## config.mk

```make
export PLATFORM = sky130hd
export DESIGN_NAME = spi_master_mc
export DESIGN_NICKNAME = d
export VERILOG_FILES = /design/src/rtl/spi_master_mc.sv
export SDC_FILE = /design/constraint.sdc
export NUM_CORES = 1
export LEC_CHECK = 0
export ABC_CLOCK_PERIOD_IN_PS = 1600
export BUFFER_PORTS_ARGS = -buffer_cell sky130_fd_sc_hd__buf_2
export CAP_MARGIN = 10
export CORE_UTILIZATION = 46
export CTS_CLUSTER_SIZE = 16
export DETAILED_ROUTE_END_ITERATION = 10
export GPL_ROUTABILITY_DRIVEN = 0
export PLACE_DENSITY = 0.76
export SLEW_MARGIN = 15
export SYNTH_ARGS = -nofsm -noshare
export SYNTH_HDL_FRONTEND = slang
export SYNTH_SLANG_ARGS = --single-unit
```

## constraint.sdc

```tcl
create_clock -name clk -period 1.6 [get_ports clk]
set_input_delay 0.16 -clock clk [delete_from_list [all_inputs] [get_ports clk]]
set_output_delay 0.16 -clock clk [all_outputs]
set_load 0.01 [all_outputs]
```

## src/rtl/spi_master_mc.sv

```systemverilog
// spi_master_mc: multi-mode SPI master (runtime CPOL/CPHA, MSB/LSB first,
// fixed SCLK divider, multi-word bursts with chip select held).
// Optional build macro SPI_LOOPBACK_EN adds a 'loopback' input that makes
// the receive path sample the internal mosi instead of the miso pin.
module spi_master_mc #(
   parameter int unsigned DATA_WIDTH = 8,
   parameter int unsigned N          = 4,
   parameter int unsigned CLK_DIV    = 4,
   localparam int unsigned SEL_W     = $clog2(N) | 1
) (
   input  logic                  clk,
   input  logic                  rst,
   input  logic                  start,
   input  logic [DATA_WIDTH-1:0] data_in,
   input  logic [SEL_W-1:0]      slave_sel,
   input  logic                  cpol,
   input  logic                  cpha,
   input  logic                  lsb_first,
   input  logic                  hold,
   input  logic                  miso,
`ifdef SPI_LOOPBACK_EN
   input  logic                  loopback,
`endif
   output logic                  spi_clk,
   output logic                  mosi,
   output logic [N-1:0]          cs_n,
   output logic [DATA_WIDTH-1:0] data_out,
   output logic                  done,
   output logic                  busy,
   output logic                  err
);

   localparam int unsigned CNT_W  = (CLK_DIV > 1) ? $clog2(CLK_DIV) : 1;
   localparam int unsigned EDGE_W = $clog2(2 * DATA_WIDTH);
   localparam logic [CNT_W-1:0]  CNT_LAST  = CNT_W'(CLK_DIV - 1);
   localparam logic [EDGE_W-1:0] EDGE_LAST = EDGE_W'(2 * DATA_WIDTH - 1);

   typedef enum logic [2:0] {
      S_IDLE  = 3'd0,
      S_SETUP = 3'd1,
      S_XFER  = 3'd2,
      S_END   = 3'd3,
      S_WAIT  = 3'd4
   } state_t;

   state_t                state_q, state_d;
   logic [CNT_W-1:0]      cnt_q, cnt_d;
   logic [EDGE_W-1:0]     edge_q, edge_d;
   logic [DATA_WIDTH-1:0] tx_q, tx_d;
   logic [DATA_WIDTH-1:0] rx_q, rx_d;
   logic [DATA_WIDTH-1:0] dout_q, dout_d;
   logic [N-1:0]          cs_n_q, cs_n_d;
   logic                  mosi_q, mosi_d;
   logic                  sclk_q, sclk_d;
   logic                  done_q, done_d;
   logic                  busy_q, busy_d;
   logic                  err_q, err_d;
   logic                  cpol_q, cpol_d;
   logic                  cpha_q, cpha_d;
   logic                  lsb_q, lsb_d;
`ifdef SPI_LOOPBACK_EN
   logic                  lb_q, lb_d;
`endif

   logic div_tc;
   logic sel_ok;
   logic rx_bit;
   logic load;

   // Bit that goes out first for the selected order.
   function automatic logic first_bit(input logic [DATA_WIDTH-1:0] w, input logic lsb);
      return lsb ? w[0] : w[DATA_WIDTH-1];
   endfunction

   // Drop the bit just presented so the next one is at the output end.
   function automatic logic [DATA_WIDTH-1:0] shift_tx(input logic [DATA_WIDTH-1:0] w,
                                                      input logic lsb);
      return lsb ? {1'b0, w[DATA_WIDTH-1:1]} : {w[DATA_WIDTH-2:0], 1'b0};
   endfunction

   // Receive shift uses the same bit order as transmit.
   function automatic logic [DATA_WIDTH-1:0] shift_rx(input logic [DATA_WIDTH-1:0] w,
                                                      input logic b, input logic lsb);
      return lsb ? {b, w[DATA_WIDTH-1:1]} : {w[DATA_WIDTH-2:0], b};
   endfunction

   // One-hot active-low chip select for a valid slave index.
   function automatic logic [N-1:0] cs_decode(input logic [SEL_W-1:0] s);
      logic [N-1:0] r;
      r = '1;
      for (int unsigned i = 0; i < N; i++) begin
         if (32'(s) == i) r[i] = 1'b0;
      end
      return r;
   endfunction

   assign div_tc = (cnt_q == CNT_LAST);
   assign sel_ok = (32'(slave_sel) < N);

   // Receive source: miso pin, or internal mosi when loopback was latched.
`ifdef SPI_LOOPBACK_EN
   assign rx_bit = lb_q ? mosi_q : miso;
`else
   assign rx_bit = miso;
`endif

   // Next-state and datapath logic.
   always_comb begin
      state_d = state_q;
      cnt_d   = cnt_q;
      edge_d  = edge_q;
      tx_d    = tx_q;
      rx_d    = rx_q;
      dout_d  = dout_q;
      cs_n_d  = cs_n_q;
      mosi_d  = mosi_q;
      sclk_d  = sclk_q;
      done_d  = 1'b0;
      err_d   = 1'b0;
      busy_d  = busy_q;
      cpol_d  = cpol_q;
      cpha_d  = cpha_q;
      lsb_d   = lsb_q;
`ifdef SPI_LOOPBACK_EN
      lb_d    = lb_q;
`endif
      load    = 1'b0;

      case (state_q)
         S_IDLE: begin
            sclk_d = cpol;
            cnt_d  = '0;
            edge_d = '0;
            if (start) begin
               if (sel_ok) begin
                  load   = 1'b1;
                  cs_n_d = cs_decode(slave_sel);
                  busy_d = 1'b1;
               end else begin
                  err_d = 1'b1;
               end
            end
         end
         S_SETUP: begin
            if (div_tc) begin
               cnt_d   = '0;
               state_d = S_XFER;
            end else begin
               cnt_d = cnt_q + CNT_W'(1);
            end
         end
         S_XFER: begin
            if (div_tc) begin
               cnt_d  = '0;
               sclk_d = ~sclk_q;
               // Even edge_q is a leading edge; sample there when cpha=0.
               if (~edge_q[0] ^ cpha_q) begin
                  rx_d = shift_rx(rx_q, rx_bit, lsb_q);
               end else if (edge_q != EDGE_LAST) begin
                  mosi_d = first_bit(tx_q, lsb_q);
                  tx_d   = shift_tx(tx_q, lsb_q);
               end
               if (edge_q == EDGE_LAST) begin
                  edge_d  = '0;
                  state_d = S_END;
               end else begin
                  edge_d = edge_q + EDGE_W'(1);
               end
            end else begin
               cnt_d = cnt_q + CNT_W'(1);
            end
         end
         S_END: begin
            if (div_tc) begin
               cnt_d  = '0;
               done_d = 1'b1;
               dout_d = rx_q;
               if (hold) begin
                  state_d = S_WAIT;
               end else begin
                  state_d = S_IDLE;
                  cs_n_d  = '1;
                  busy_d  = 1'b0;
               end
            end else begin
               cnt_d = cnt_q + CNT_W'(1);
            end
         end
         S_WAIT: begin
            if (start) begin
               load = 1'b1;
            end else if (!hold) begin
               state_d = S_IDLE;
               cs_n_d  = '1;
               busy_d  = 1'b0;
            end
         end
         default: begin
            state_d = S_IDLE;
         end
      endcase

      // Word accept (from IDLE or WAIT): latch mode and data, preload first bit for cpha=0.
      if (load) begin
         cpol_d  = cpol;
         cpha_d  = cpha;
         lsb_d   = lsb_first;
`ifdef SPI_LOOPBACK_EN
         lb_d    = loopback;
`endif
         sclk_d  = cpol;
         cnt_d   = '0;
         edge_d  = '0;
         state_d = S_SETUP;
         if (!cpha) begin
            mosi_d = first_bit(data_in, lsb_first);
            tx_d   = shift_tx(data_in, lsb_first);
         end else begin
            tx_d = data_in;
         end
      end
   end

   // State and datapath registers with synchronous active-low reset.
   always_ff @(posedge clk) begin
      if (!rst) begin
         state_q <= S_IDLE;
         cnt_q   <= '0;
         edge_q  <= '0;
         tx_q    <= '0;
         rx_q    <= '0;
         dout_q  <= '0;
         cs_n_q  <= '1;
         mosi_q  <= 1'b0;
         sclk_q  <= 1'b0;
         done_q  <= 1'b0;
         busy_q  <= 1'b0;
         err_q   <= 1'b0;
         cpol_q  <= 1'b0;
         cpha_q  <= 1'b0;
         lsb_q   <= 1'b0;
`ifdef SPI_LOOPBACK_EN
         lb_q    <= 1'b0;
`endif
      end else begin
         state_q <= state_d;
         cnt_q   <= cnt_d;
         edge_q  <= edge_d;
         tx_q    <= tx_d;
         rx_q    <= rx_d;
         dout_q  <= dout_d;
         cs_n_q  <= cs_n_d;
         mosi_q  <= mosi_d;
         sclk_q  <= sclk_d;
         done_q  <= done_d;
         busy_q  <= busy_d;
         err_q   <= err_d;
         cpol_q  <= cpol_d;
         cpha_q  <= cpha_d;
         lsb_q   <= lsb_d;
`ifdef SPI_LOOPBACK_EN
         lb_q    <= lb_d;
`endif
      end
   end

   assign spi_clk  = sclk_q;
   assign mosi     = mosi_q;
   assign cs_n     = cs_n_q;
   assign data_out = dout_q;
   assign done     = done_q;
   assign busy     = busy_q;
   assign err      = err_q;

endmodule

```

After elaboration in Yosys (flattened, before gate mapping):

Cells that the tools add are included.

* reductions and logical operators: 21
* bitwise gates (word level): 5
* muxes and demuxes: 56
* add/sub/neg operators: 2
* eq/ne operators: 26
* order comparisons: 1

Operators with widths (number)
* 8-bit 2-to-1 mux: 9
* 4-bit 2-to-1 mux: 7
* 1-bit 2-to-1 mux: 25
* 3-bit 2-to-1 mux: 7
* 2-bit != test, second input constant: 10
* 3-bit != test, second input constant: 6
* 3-bit one-hot mux with 5 select lines: 1
* 7-bit AND reduction: 2
* 3-bit by 2-bit equality test with 1-bit output, second input constant: 4
* 4-bit one-hot mux with 3 select lines: 1
* 2-bit nonzero test: 5
* 4-bit one-hot mux with 2 select lines: 1
* 2-bit AND reduction: 4
* 3-bit by 1-bit equality test with 1-bit output, second input constant: 2
* 3-bit logical NOT: 2
* 3-bit AND reduction: 2
* 3-bit nonzero test: 2
* 5-bit AND reduction: 1
* 4-bit by 1-bit adder with 4-bit output, second input constant: 1
* 4-bit equality test, second input constant: 1
* 4-bit != test, second input constant: 1
* 1-bit NOT: 4
* 1-bit one-hot mux with 2 select lines: 2
* 2-bit one-hot mux with 2 select lines: 1
* 10 further kinds: 10

* input port bits: 19
* output and inout port bits: 17
* register bits after elaboration: 44

Depth between registers and ports, before layout:

Gate-level depths: netlist of run 1.

* depth after elaboration: 7
* mapped depth: 6
* depth with buffers taken out: 5

Worst setup path before layout of run 1:

OpenSTA, ideal clock, no wires.

* path kind: reg2reg
* from: register cnt_q[0]
* to: register cs_n_q[0] (netlist: cs_n[0])
* path buffers: 1
* library setup time: 0.120 ns
* path slack: -0.038 ns
* clock period less this slack: 1.638 ns
* arrival: 1.519 ns
* cell stages (with the launch flop): 7
* cells stage by stage: dfxtp_1 -> ha_1 -> and4b_1 -> buf_4 -> a211oi_2 -> or4_1 -> o31a_1

* cells in the longest elaborated chain, start to end: 3

RTL lines
* start: declaration: line 47 `logic [CNT_W-1:0] cnt_q, cnt_d;`
* start signal: assignment: line 247 `cnt_q <= cnt_d;`
* 2-bit equality test: line 97 `assign div_tc = (cnt_q == CNT_LAST);`
* via div_tc: line 65 `logic div_tc;`
* 2-bit != test (no line)
* 5-bit AND reduction (no line)
* end signal: assignment: line 252 `cs_n_q <= cs_n_d;`
* end: declaration: line 52 `logic [N-1:0] cs_n_q, cs_n_d;`

The timed path passes the listed nets, and every way through them passes these cells.
A chain may end at the register's enable or synchronous reset.

Final worst setup path of run 1:

* from: register cnt_q[0]
* to: register cs_n_q[2] (netlist: cs_n[2])

Same word-level chain as after synthesis.

==> results of run 1 <==
[final cells by class]
cell class	instances	share of cell area, %
sequential	44	30.7
multi-input combinational	187	46.1
clock inverter	2	0.513
clock buffer	6	2.82
tap	67	2.86
inverter	6	0.769
timing repair buffer	70	16.2
[state kept, by name, indices dropped and copies added (netlist names)]
signal and count:
busy 1, cnt_q 2, cpha_q 1, cs_n 4, data_out 8, done 1
edge_q 4, err 1, lsb_q 1, mosi 1, rx_q 8, spi_clk 1
state_q 3, tx_q 8
[cell families (layout without fill, tap and decap cells)]
family / count (synthesis) / after routing / share of synthesized area, %
buffers and inverters: 25 / 84 / 5.61
XOR/XNOR: 2 / 2 / 0.763
AO/OA/AOI/OAI: 64 / 64 / 19.7
flip-flops: 44 / 44 / 38.4
AND/OR/NAND/NOR: 91 / 91 / 21.9
adder cells (fa/ha/maj): 2 / 2 / 1.09
multiplexers: 28 / 28 / 12.6
[critical path, cell delays in order, from the launching register on]
cell      delay (ps)
dfxtp_4          370
ha_4             160
and4b_1          240
a211oi_2          60
or4_1            520
o31a_1           110
[layer usage]
layer / global-route usage [%] / share of wire [%] / vias to the layer above
li1: - / - / 1048
met2: 30.5 / 47 / 34
met4: 8.28 / 1.1 / 0
met5: 0 / 0 / -
met3: 4.70 / 2.6 / 4
met1: 24.4 / 50 / 942
[cells in the mapped netlist (2+ instances only)]
master     instances
inv_1              6
ha_1               2
nor2b_1            2
mux2_2             7
a21oi_1           19
clkbuf_1           9
o21ai_0            7
nor2_1            20
a31oi_1            2
buf_4              2
nor3b_1            3
nor4_1             2
buf_6              3
a211oi_1           7
or4_1              4
buf_2              4
nand2b_1           4
nor3b_4            2
o31a_1             3
and3_1             2
dfxtp_1           44
a211oi_2           3
a221oi_1           7
o21a_1             7
mux2i_1           21
nand2_1           32
nand3_1            6
o2111ai_1          2
[metrics by stage]
step                      util (%)  TNS [ps]  hold WS [ps]  cell area (um2)
after detailed placement      56.6      -387           444             2690
after CTS                     58.9         0           146             2800
after global routing          61.6     -76.2           149             2930
final                         61.6         0           155             2930
after floorplan                  -     -65.7           331             2300
after global placement        56.6     -43.0           440             2690
[final timing paths]
check	startpoint	endpoint	slack, ps
hold / removal	rst	cs_n[1]	150
setup / recovery	cnt_q[0]	cs_n[2]	30
setup reg to reg	cnt_q[0]	cs_n[2]	30
hold reg to reg	data_out[1]	data_out[1]	450
[power groups by stage]
| stage | Clock (W) | Combinational (W) | Sequential (W) |
|---|---|---|---|
| after floorplan | 0 | 0.000165 | 0.00117 |
| after global placement | 0 | 0.000243 | 0.00117 |
| after detailed placement | 0 | 0.000248 | 0.00118 |
| after CTS | 0.000755 | 0.000249 | 0.00115 |
| after global routing | 0.000808 | 0.000292 | 0.00115 |
| final | 0.000728 | 0.000266 | 0.00115 |
[repair_timing]
| action | 4_1_cts | 5_1_grt |
|---|---|---|
| pin swaps | 0 | 6 |
| cloned | 0 | 1 |
| setup endpoints to repair | 23 | 20 |
| hold endpoints to repair | 0 | 0 |
| hold buffers | 0 | 0 |
| gates resized for setup | 5 | 21 |
| setup buffers | 0 | 4 |
==> metrics.md, run 1 <==
| Metric | Value |
|---|---|
| Sequential fraction of the synthesis area | 38.4% |
| Commonest non-fill, non-tap cell in the layout | dfxtp_1 |
| Final Hold Viols | 0 |
| Worst Setup End Kind | register |
| Flop pwr share | 53.6% |
| Primary FF master, synth | dfxtp_1 |
| CTS tree | yes |
| Worst slew margin | 69.7% |
| Period utilization | 98.3% |
| Critical path type | reg -> reg |
| Initial core utilization | 48.3% |
| Setup ws final | 27.8 ps |
| Final slew viol count | 0 |
| Gate power share | 12.4% |
| Leak | 1.14 nW |
| Initial antenna violation count | 0 |
| Remaining DRCs | 0 |
| Layout cell share with drive strength beyond 1 | 36.2% |
| Mapped cell area | 0.00230 mm2 |
| FF+latch area | 900 um2 |
| Hold Path Cell Cnt | 2 |
| Via Count | 2028 |
| Post-synth ARST share | 0% |
| # port buffers | 35 |
| Avg Vias per Cell | 5.31 |
| Worst Path Max Fanout | 5 |
| Total power | 0.00214 W |
| WL final | 5030 um |
| Largest net degree at the start of global routing | 19 |
| Switching fraction of total power | 25.3% |
| Setup Slack @ Placement | -64.1 ps |
| Clock skew | 8.34 ps |
| Maxcap violations | 0 |
| Clock transition at path regs | 80 ps |
| Status | finished, final reports clean |
| Footprint of the multi-input gates | 0.00135 mm2 |
| First-pass GRT wire length | 7890 um |
| RSZ-0062 raised after global routing | true |
| CTS Buffer Depth | 2 |
| Minimum clock period | 1570 ps |
| Worst Tran Pin Value | 453 ps |
| Overall Global Routing Usage | 19.1% |
| Area Growth Syn to Fin | 27.6% |
| Io pins | 36 |
| Row Count | 25 |
| Worst setup SP type | register |
| Hpwl dp | 3530 um |
| Number of buffers created by CTS | 5 |
| Synth Net Count | 277 |
| Hold Path Class | in -> reg |
| Grt ovf | 0 |
| Synth Register Bits | 44 |
| Yosys cell types | 52 |
| Post-route ant nets | 0 |
| Final #Nets | 335 |
| Placed cell count | 369 |
| # diodes | 0 |
| Net switching power | 0.000542 W |
| Post-synthesis cell count | 256 |
| Worst EP required | 1790 ps |
| Total die area | 0.00528 mm2 |
| Filler cells | 440 |
| Synth top area share | 38.4% |
| Setup violators final | 0 |
| Clock power frac | 34.0% |
| Path depth of the worst reg2reg path | 5 |
| Clock Sinks | 44 |
| Power Dens Cells | 731 mW/mm2 |
| Max VDD drop | 0.415 mV |
| Die height | 72.7 um |
| First DRT Iteration DRCs | 86 |
| Worst Path Arrival | 1760 ps |
| Commonest cells after routing, fill and taps aside | dfxtp_1, buf_2, nand2_1, buf_4, mux2i_1 |
| Vias in the first global route | 1801 |
| Avg Cell Area, Syn | 8.97 um2 |
| Yosys top cell by area | dfxtp_1 |
| Synth Warn # | 0 |
| Final std cells w/o fill | 382 |
| DR WL/cell | 13.2 um |
| Power Internal | 0.00160 W |
| Clk Latency, worst-skew pair | 300 ps |
| Core area | 0.00475 mm2 |
| EDFF count, synth | 0 |
| Dominant cells by area after synthesis | dfxtp_1, mux2i_1, nand2_1 |
| Die X | 72.7 um |
| Drt pass-1 iters | 5 |
| FMAX | 0.636 GHz |
| Depth of the CTS H-tree | 2 |
| CTS Root Cell | clkbuf_8 |
(Power assumes the default switching activity.)
==> run 2, diff against run 1 <==
- BUFFER_PORTS_ARGS: -buffer_cell sky130_fd_sc_hd__buf_2 -> not set
- DONT_BUFFER_PORTS: not set -> 1
- PLACE_DENSITY: 0.76 -> 0.7
- SLEW_MARGIN: 15 -> 20
==> run 2 against run 1 <==
Hold slack got worse by 130 ps. First-iteration DRC count increased by 3.5%. Register-to-register slack about the same. Final area decreased by 3.2%. Final cell count decreased by 8.6%. Count of clock-buffer cells in the layout decreased by 1. Global-route usage increased by 0.89 points. Setup slack got worse by 11 ps. Utilization decreased by 1.9 points. Largest cell class unchanged. Highest routed layer unchanged.
==> metrics.md, run 2 (synthesis gave the netlist of run 1 again) <==
| Metric | Value |
|---|---|
| Status | finished, final reports clean |
| Avg Vias per Cell | 5.65 (+6.4%) |
| Setup violators final | 0 (unchanged) |
| Final core utilization | 59.7% (-1.9 points) |
| Core area | 0.00475 mm2 (unchanged) |
| Remaining DRCs | 0 (unchanged) |
| Overall Global Routing Usage | 19.9% (+0.89 points) |
| RSZ-0062 raised after global routing | true |
| Worst Path Max Fanout | 8 (+3) |
| DR WL/cell | 14.7 um (+12%) |
| Drt pass-1 iters | 4 (-1) |
| Placed cell count | 331 (-10%) |
| Final #Nets | 301 (-10%) |
| Worst Hold Slack | 27.3 ps (-127 ps) |
| Worst Setup End Kind | register |
| R2R setup slack | 20 ps (about the same) |
| CTS Buffer Depth | 2 (unchanged) |
| Die X | 72.7 um (unchanged) |
| Number of buffers created by CTS | 5 (unchanged) |
| Area Growth Syn to Fin | 23.5% |
| Grt ovf | 0 (unchanged) |
| Final std cells w/o fill | 349 (-8.6%) |
| Commonest cells after routing, fill and taps aside | dfxtp_1, nand2_1, buf_4 |
| Worst Path Arrival | 1780 ps (+20 ps) |
| Final Hold Viols | 0 (unchanged) |
| Hold Path Class | in -> reg |
| Depth of the CTS H-tree | 2 (unchanged) |
| CTS Root Cell | clkbuf_8 |
| Hpwl dp | 3450 um (-2.4%) |
| First-pass GRT wire length | 8180 um (+3.8%) |
| Path depth of the worst reg2reg path | 6 (+1) |
| Period utilization | 99.0% (+0.69 points) |
| Initial antenna violation count | 1 (+1) |
| Initial core utilization | 48.3% (unchanged) |
| Final slew viol count | 0 (unchanged) |
| Power Dens Cells | 796 mW/mm2 (+8.9%) |
| Total power | 0.00226 W (+5.5%) |
| Commonest non-fill, non-tap cell in the layout | dfxtp_1 |
| Layout cell share with drive strength beyond 1 | 28.1% (-8.1 points) |
| Worst setup SP type | register |
| Row Count | 25 (unchanged) |
| Total die area | 0.00528 mm2 (unchanged) |
| Vias in the first global route | 1858 (+3.2%) |
| Maxcap violations | 0 (unchanged) |
| FMAX | 0.632 GHz (-0.70%) |
| Worst EP required | 1790 ps (about the same) |
| Largest net degree at the start of global routing | 17 (-2) |
| Post-route ant nets | 0 (unchanged) |
| Clock transition at path regs | 80 ps (about the same) |
| Die height | 72.7 um (unchanged) |
| Worst Tran Pin Value | 471 ps (+18.0 ps) |
| Minimum clock period | 1580 ps (+11.1 ps) |
| Hold Path Cell Cnt | 2 (unchanged) |
| Max VDD drop | 0.365 mV (-12%) |
| Via Count | 1972 (-2.8%) |
| Clock Sinks | 44 (unchanged) |
| Clock skew | 7.97 ps (-0.376 ps) |
| Leak | 1.02 nW (-11%) |
| Worst slew margin | 68.5% (-1.2 points) |
| Setup TNS | 0 ps (unchanged) |
| First DRT Iteration DRCs | 89 (+3.5%) |
| Filler cells | 416 (-5.5%) |
| Clk Latency, worst-skew pair | 300 ps (about the same) |
| # port buffers | 0 (-100%) |
| Critical path type | reg -> reg |
| CTS tree | yes |
| Io pins | 36 (unchanged) |
| WL final | 5130 um (+1.9%) |
run 2: cell count changes in the layout (fill, tap and decap cells not counted), sizes merged:
| cell | before | now |
|---|---|---|
| dlygate4sd3 | 0 | 3 |
| bufinv | 0 | 1 |
| buf | 69 | 32 |
| diode | 0 | 1 |
| clkinvlp | 2 | 0 |
| clkinv | 0 | 2 |
| clkbuf | 7 | 6 |
run 2: worst paths after layout:
check | from | end
worst max register to register | state_q[0] | rx_q[0]
worst min register to register | edge_q[1] | edge_q[1]
worst min-delay path | rst | state_q[2]
worst max-delay path | state_q[0] | rx_q[0]
run 2: stage by stage:
stage	area (um2)	setup slack [ps]
final	2840	16.7
after CTS	2700	2.23
after global placement	2500	-31.0
after floorplan	2300	-32.8
after detailed placement	2500	-51.0
after global routing	2840	-42.9
run 2: metal layers:
layer	vias up	share of wire [%]	wire length, um	global-route usage [%]
li1	983	-	-	-
met1	938	48	2440	25.9
met2	45	47	2390	31.5
met3	6	4.4	225	5.39
met4	0	1.4	74	7.84
met5	-	0	0	0
run 2: area by class of cell:
type | count | area, um2 | share of cell area [%]
flip-flops and latches | 44 | 891 | 31.4
repair buffers | 36 | 335 | 11.8
clock inverters | 3 | 47.5 | 1.68
well taps | 67 | 83.8 | 2.96
multi-input cells | 187 | 1390 | 48.8
diodes | 1 | 2.50 | 0.0882
clock buffers | 5 | 68.8 | 2.43
inverters | 6 | 22.5 | 0.794
run 2: power breakdown:
group	switching, W	internal (W)
Sequential	0.0000312	0.00112
Clock	0.000398	0.000470
Combinational	0.000109	0.000128
Total	0.000538	0.00172
run 2: worst max-delay path, cell delays in order, from the launching register on:
cell and delay [ps]:
dfxtp_4 370, buf_12 130, or3b_4 420, nor3_4 190, buf_4 160, clkbuf_16 150, a211oi_2 60
run 2: repair_timing:
action | 4_1_cts | 5_1_grt
setup buffers | 2 | 3
gates resized for setup | 6 | 24
cloned | 0 | 1
hold endpoints to repair | 5 | 0
pin swaps | 1 | 13
endpoints found under the setup margin | 13 | 24
hold buffers | 3 | 0
